### src/rtl/fillscreen_pattern.sv
// Column-major framebuffer sweep that plots one pixel per accepted cycle.
// The pixel colour comes from a pattern mode that is latched together with the base colour at start.
module fillscreen_pattern #(
    parameter int unsigned WIDTH    = 160,
    parameter int unsigned HEIGHT   = 120,
    parameter int unsigned X_W      = 8,
    parameter int unsigned Y_W      = 7,
    parameter int unsigned COLOUR_W = 3
) (
    input  logic                clk,
    input  logic                rst_n,
    input  logic                start,
    input  logic [1:0]          mode,
    input  logic [COLOUR_W-1:0] colour,
    input  logic                plot_ready,
    output logic [X_W-1:0]      vga_x,
    output logic [Y_W-1:0]      vga_y,
    output logic [COLOUR_W-1:0] vga_colour,
    output logic                vga_plot,
    output logic                busy,
    output logic                done
);

    typedef enum logic [1:0] {IDLE, FILL, DONE} state_e;

    state_e              state_q, state_d;
    logic [X_W-1:0]      x_q, x_d, nx;
    logic [Y_W-1:0]      y_q, y_d, ny;
    logic [COLOUR_W-1:0] pix_q, pix_d, col_lat_q, col_lat_d;
    logic [1:0]          mode_q, mode_d;
    logic                accept, last_px;

    function automatic logic [COLOUR_W-1:0] pattern(input logic [1:0]          m,
                                                    input logic [COLOUR_W-1:0] c,
                                                    input logic [X_W-1:0]      px,
                                                    input logic [Y_W-1:0]      py);
        case (m)
            2'd0:    return c;
            2'd1:    return COLOUR_W'(px);
            2'd2:    return COLOUR_W'(py);
            default: return (px[0] ^ py[0]) ? ~c : c;
        endcase
    endfunction

    assign accept  = (state_q == FILL) && plot_ready;
    assign last_px = (x_q == X_W'(WIDTH - 1)) && (y_q == Y_W'(HEIGHT - 1));

    always_ff @(posedge clk or negedge rst_n) begin
        if (!rst_n) state_q <= IDLE;
        else        state_q <= state_d;
    end

    always_comb begin
        state_d = state_q;
        case (state_q)
            IDLE:    if (start) state_d = FILL;
            FILL:    if (accept && last_px) state_d = DONE;
            DONE:    if (!start) state_d = IDLE;
            default: state_d = IDLE;
        endcase
    end

    always_comb begin
        vga_x      = x_q;
        vga_y      = y_q;
        vga_colour = pix_q;
        vga_plot   = (state_q == FILL);
        busy       = (state_q == FILL);
        done       = (state_q == DONE);
    end

    // The colour of the next pixel is computed here, so it is registered with its coordinates.
    always_comb begin
        x_d       = x_q;
        y_d       = y_q;
        pix_d     = pix_q;
        mode_d    = mode_q;
        col_lat_d = col_lat_q;
        nx        = x_q;
        if (y_q == Y_W'(HEIGHT - 1)) begin
            ny = '0;
            nx = x_q + X_W'(1);
        end else begin
            ny = y_q + Y_W'(1);
        end
        if (state_q == IDLE && start) begin
            mode_d    = mode;
            col_lat_d = colour;
            x_d       = '0;
            y_d       = '0;
            pix_d     = pattern(mode, colour, '0, '0);
        end else if (accept && !last_px) begin
            x_d   = nx;
            y_d   = ny;
            pix_d = pattern(mode_q, col_lat_q, nx, ny);
        end
    end

    always_ff @(posedge clk or negedge rst_n) begin
        if (!rst_n) begin
            x_q       <= '0;
            y_q       <= '0;
            pix_q     <= '0;
            mode_q    <= '0;
            col_lat_q <= '0;
        end else begin
            x_q       <= x_d;
            y_q       <= y_d;
            pix_q     <= pix_d;
            mode_q    <= mode_d;
            col_lat_q <= col_lat_d;
        end
    end

endmodule

### config.mk
export PLATFORM = sky130hd
export DESIGN_NAME = fillscreen_pattern
export DESIGN_NICKNAME = d
export VERILOG_FILES = /design/src/rtl/fillscreen_pattern.sv
export SDC_FILE = /design/constraint.sdc
export NUM_CORES = 1
export LEC_CHECK = 0
export ABC_CLOCK_PERIOD_IN_PS = 3300
export CORE_MARGIN = 2
export CORE_UTILIZATION = 55
export DETAILED_ROUTE_END_ITERATION = 6
export GPL_TIMING_DRIVEN = 0
export PLACE_DENSITY = 0.84
export SYNTH_ARGS = -nofsm -noshare
export SYNTH_HDL_FRONTEND = slang
export SYNTH_SLANG_ARGS = --single-unit
### constraint.sdc
create_clock -name clk -period 3.3 [get_ports clk]
set_input_delay 0.99 -clock clk [delete_from_list [all_inputs] [get_ports clk]]
set_output_delay 0.99 -clock clk [all_outputs]
set_load 0.005 [all_outputs]
== After elaboration in Yosys (flattened, before gate mapping) ==
Index checks and enable logic that the tools add are counted.

* Register bits after elaboration: 25
* Output and inout bits: 21
* Logic and storage cells: 50

* $add $sub $neg: 2
* Eq/ne operators: 11
* Mux-type cells: 15
* Bitwise logic cells: 2
* Reductions and logical operators: 13

{| class="wikitable"
|+ Operators by type and width
! cell !! count
|-
| $mux 8 || 3
|-
| $mux 7 || 3
|-
| $mux 3 || 4
|-
| $pmux 3 s3 || 1
|-
| $add 8x1->8 const B || 1
|-
| $eq 8x8->1 const B || 1
|-
| $add 7x1->7 const B || 1
|-
| $eq 7x7->1 const B || 1
|-
| $eq 2x1->1 const B || 3
|-
| $eq 2x2->1 const B || 3
|-
| $mux 2 || 3
|-
| $pmux 2 s3 || 1
|-
| $logic_and 1x1->1 || 5
|-
| $logic_not 2->1 || 2
|-
| $ne 2x2->1 const B || 2
|-
| $reduce_bool 2->1 || 2
|-
| $not 3->3 || 1
|-
| $reduce_and 3->1 || 1
|-
| $ne 2x1->1 const B || 1
|-
| $reduce_and 2->1 || 1
|-
| $reduce_or 2->1 || 1
|-
| $logic_not 1->1 || 1
|-
| $xor 1x1->1 || 1
|}

== Logic depth before layout (Yosys ltp) ==
* Depth in word-level cells: 7
* Mapped depth: 7

== Worst setup path before layout ==
Ideal clock, no wire load.

* Path kind: input port to flip-flop
* From: input plot_ready
* To: register x_q[7] (netlist: vga_x[7])
* Data arrival time: 1.874 ns
* Required time: 3.169 ns
* Setup slack: 1.295 ns
* Stages on the path: 6
* Buffers on the path: 1
* Cell sequence: and3b_1 clkbuf_1 and4_1 nand4_1 xor2_1 nor2_1

* Cells in the longest elaborated chain, start to end: 4

{| class="wikitable"
|+ Ends and longest elaborated chain
! what !! RTL line !! RTL
|-
| start, declared || 15 || <nowiki>input logic plot_ready,</nowiki>
|-
| $logic_and 1x1->1 || 45 || <nowiki>assign accept = (state_q == FILL) && plot_ready;</nowiki>
|-
| $logic_and 1x1->1 || 92 || <nowiki>end else if (accept && !last_px) begin</nowiki>
|-
| $reduce_bool 2->1 (no line) || - ||
|-
| $reduce_and 2->1 (no line) || - ||
|-
| end signal, assigned || 101 || <nowiki>x_q <= '0;</nowiki>
|-
| end signal, assigned || 107 || <nowiki>x_q <= x_d;</nowiki>
|-
| end, declared || 27 || <nowiki>logic [X_W-1:0] x_q, x_d, nx;</nowiki>
|}

No other way between the ends.
A chain may end at the register's enable or synchronous reset.

== Final worst setup path ==
* From: register state_q[1]
* To: output vga_plot

* Cells in the longest elaborated chain, start to end: 1

{| class="wikitable"
|+ Ends and longest elaborated chain
! what !! RTL line !! RTL
|-
| start, declared || 26 || <nowiki>state_e state_q, state_d;</nowiki>
|-
| start signal, assigned || 50 || <nowiki>else state_q <= state_d;</nowiki>
|-
| $eq 2x1->1 || 67 || <nowiki>vga_plot = (state_q == FILL);</nowiki>
|-
| end, declared || 19 || <nowiki>output logic vga_plot,</nowiki>
|}

No other way between the ends.

==> results.yml <==
sta:
  period_needed_ps: 2567
  skew_ps: 15.77
  grt_setup_unrepaired: "no"
  setup_viol: 0
  slew_headroom_pct: 25.08
  drv_slew: 0
  finalHoldViolations: 0
  setup_tns_ps: 0
  holdWs_ps: 534.4
  tightest_slew_ps: 1120
  fin_crit_sh_pct: 77.80
  fmax_mhz: 389.5
die:
  fp-row-count: 18
  num_io_pins: 30
  core_um2: 2545
  dieArea_um2: 3169
  die_w_um: 56.29
  die_h_um: 56.29
  initial_core_util_pct: 59.10
clocking:
  hold_buffers: 0
  htree_num_levels: 1
  post_cts_buffers: 0
  cts.clk_slew.worst_paths_ps: 130
  clock_path_buffers: 2
  cts_root_buffer: "clkbuf_4"
  cts.repair.resized: 0
  clock_sinks: 25
  cts_tree: "built"
  clk-insertion-delay-late_ps: 340
  cts_made_buffers: 3
synth:
  syn_nets: 176
  synth_ff_type: "dfrtp_1"
  synth.distinct_cells: 49
  synth_top_area_share_pct: 41.60
  yosys_warnings: 0
  synth_edf_count: 0
  synth_seq_cells: 25
  yosys-top-cells-area: "dfrtp_1, nand2_1, xor2_1"
  synth_top_cell_by_area: "dfrtp_1"
  async_flop_share_pct: 100.0
  avgSynthCellArea_um2: 9.115
  synthesis.area_um2: 1504
  synth_seq_area_share_pct: 41.60
  synth_cells: 165
place:
  dp_hpwl_mm: 2.642
  port_buffers: 29
  gp_congestion: 0.8730
final_layout:
  antenna_cells: 0
  final_nets: 210
  area_delta_synth_final_pct: 23.63
  final_layout_size_suffix_gt1_share_pct: 8.081
routing:
  routed_wl_mm: 3.516
  drt-pass1-iter-count: 4
  drc: 0
  drtIter0Drc: 57
  dr_total_vias: 1362
  routedWlPerCell_um: 15.42
  routed_via_density: 5.974
  ant_nets: 0
power:
  peakVddDrop_v: 0.0003256
  power_density_nw_per_um2: 317.8
  power.leakage_nw: 0.8462
grt:
  grt_pass1_vias: 1376
  antenna_found_initial: 0
  grtUsageTotal_pct: 24.32
  grt_max_degree: 26
  grt_pass1_wl_mm: 6.168
  overflow: 0
status:
  status: "finished, final reports clean"
critical_path:
  cp_max_fo: 5
  worstSetupPathType: "register to output pin"
  worstSetupEndpointType: "output pin"
  critPathRequiredTime_ps: 2310
  start_kind: "register"
  worstPathArrival_ps: 1580
hold_path:
  hold_path.class: "register to register"
run:
  maxCapViolCount: 0
==> per-stage QoR <==
step	worst slack [ps]	utilization (%)	std cells	power (mW)	cell area, µm²
6_report	732.7	73.06	228	0.5908	1859
5_1_grt	653.2	73.06	228	0.6114	1859
4_1_cts	725.3	73.06	228	0.5924	1859
3_5_place_dp	628.4	71.98	224	0.4507	1832
3_3_place_gp	646.5	71.98	224	0.4485	1832
2_1_floorplan	1295	-	165	0.3916	1504
==> flip-flops by register name, summed over array words and instances, names as in the netlist <==
| name | cells |
|---|---|
| col_lat_q | 3 |
| vga_x | 8 |
| vga_colour | 3 |
| mode_q | 2 |
| vga_y | 7 |
| state_q | 2 |
==> per-layer routing <==
metal / vias to the layer above / track usage, % / wire, µm
met3: 7 / 2.765 / 180
li1: 650 / - / -
met2: 47 / 42.35 / 1697
met5: - / 0 / 0
met4: 0 / 7.483 / 56
met1: 658 / 31.69 / 1581
==> logic make-up (layout without fill, tap and decap cells) <==
| logic type | Yosys count | after routing | synth area share, % |
|---|---|---|---|
| AOI/OAI and AO/OA | 34 | 34 | 15.56 |
| DFF | 25 | 25 | 41.60 |
| buffers and inverters | 12 | 45 | 3.910 |
| and+or+nand+nor | 79 | 79 | 27.62 |
| adders and majority gates | 2 | 2 | 1.664 |
| xor gates and xnor gates | 11 | 11 | 8.319 |
| muxes | 2 | 2 | 1.331 |
==> area by class of cell <==
type | instances | area [µm²]
Tap cell | 30 | 37.54
Inverter | 4 | 15.01
Buffer | 8 | 43.79
Clock inverter | 1 | 5.005
Timing Repair Buffer | 29 | 290.3
Fill cell | 198 | 685.7
Clock buffer | 3 | 22.52
Sequential cell | 25 | 625.6
Multi-Input combinational cell | 128 | 819.5
==> power breakdown <==
group,internal [mW],total (mW),switching (mW),leakage [nW]
clock,0.0456,0.145,0.0997,0.0177
combinational,0.0566,0.112,0.0550,0.496
sequential,0.319,0.334,0.0150,0.332
total,0.421,0.591,0.170,0.846
==> synth_stat cells (4+ instances only) <==
library cell and number:
nand4_1 5, o31ai_1 4, nand3_1 7, a21oi_1 6
inv_1 4, dfrtp_1 25, o21ai_0 6, nor2_1 13
xor2_1 6, nand2_1 31
==> worst max-delay path: stages (launching register included) <==
cell and delay (ps):
dfrtp_1 430, nand2b_1 170, inv_1 80, buf_4 100
clkdlybuf4s50_1 490
==> worst paths after layout <==
kind | start | depth (start not counted) | endpoint | slack [ps]
max | state_q[1]$_DFFE_PN0P_ | 4 | vga_plot | 730
min | vga_y[6]$_DFFE_PN0P_ | 1 | vga_y[6]$_DFFE_PN0P_ | 530
max reg2reg | vga_y[0]$_DFFE_PN0P_ | 7 | vga_colour[1]$_DFFE_PN0P_ | 1290
min reg2reg | vga_y[6]$_DFFE_PN0P_ | 1 | vga_y[6]$_DFFE_PN0P_ | 530
max in group asynchronous | rst_n | 1 | vga_x[0]$_DFFE_PN0P_ | 1390
min in group asynchronous | rst_n | 1 | vga_y[3]$_DFFE_PN0P_ | 1230
==> placed cells by master, fill, tap and decap left out, types with 4 or more instances in the layout <==
cell,n
dfrtp_1,25
xor2_1,6
nand3_1,7
clkdlybuf4s50_1,29
nand2_1,31
nand4_1,5
o31ai_1,4
a21oi_1,6
o21ai_0,6
nor2_1,13
inv_1,4
(Power assumes the default switching activity.)
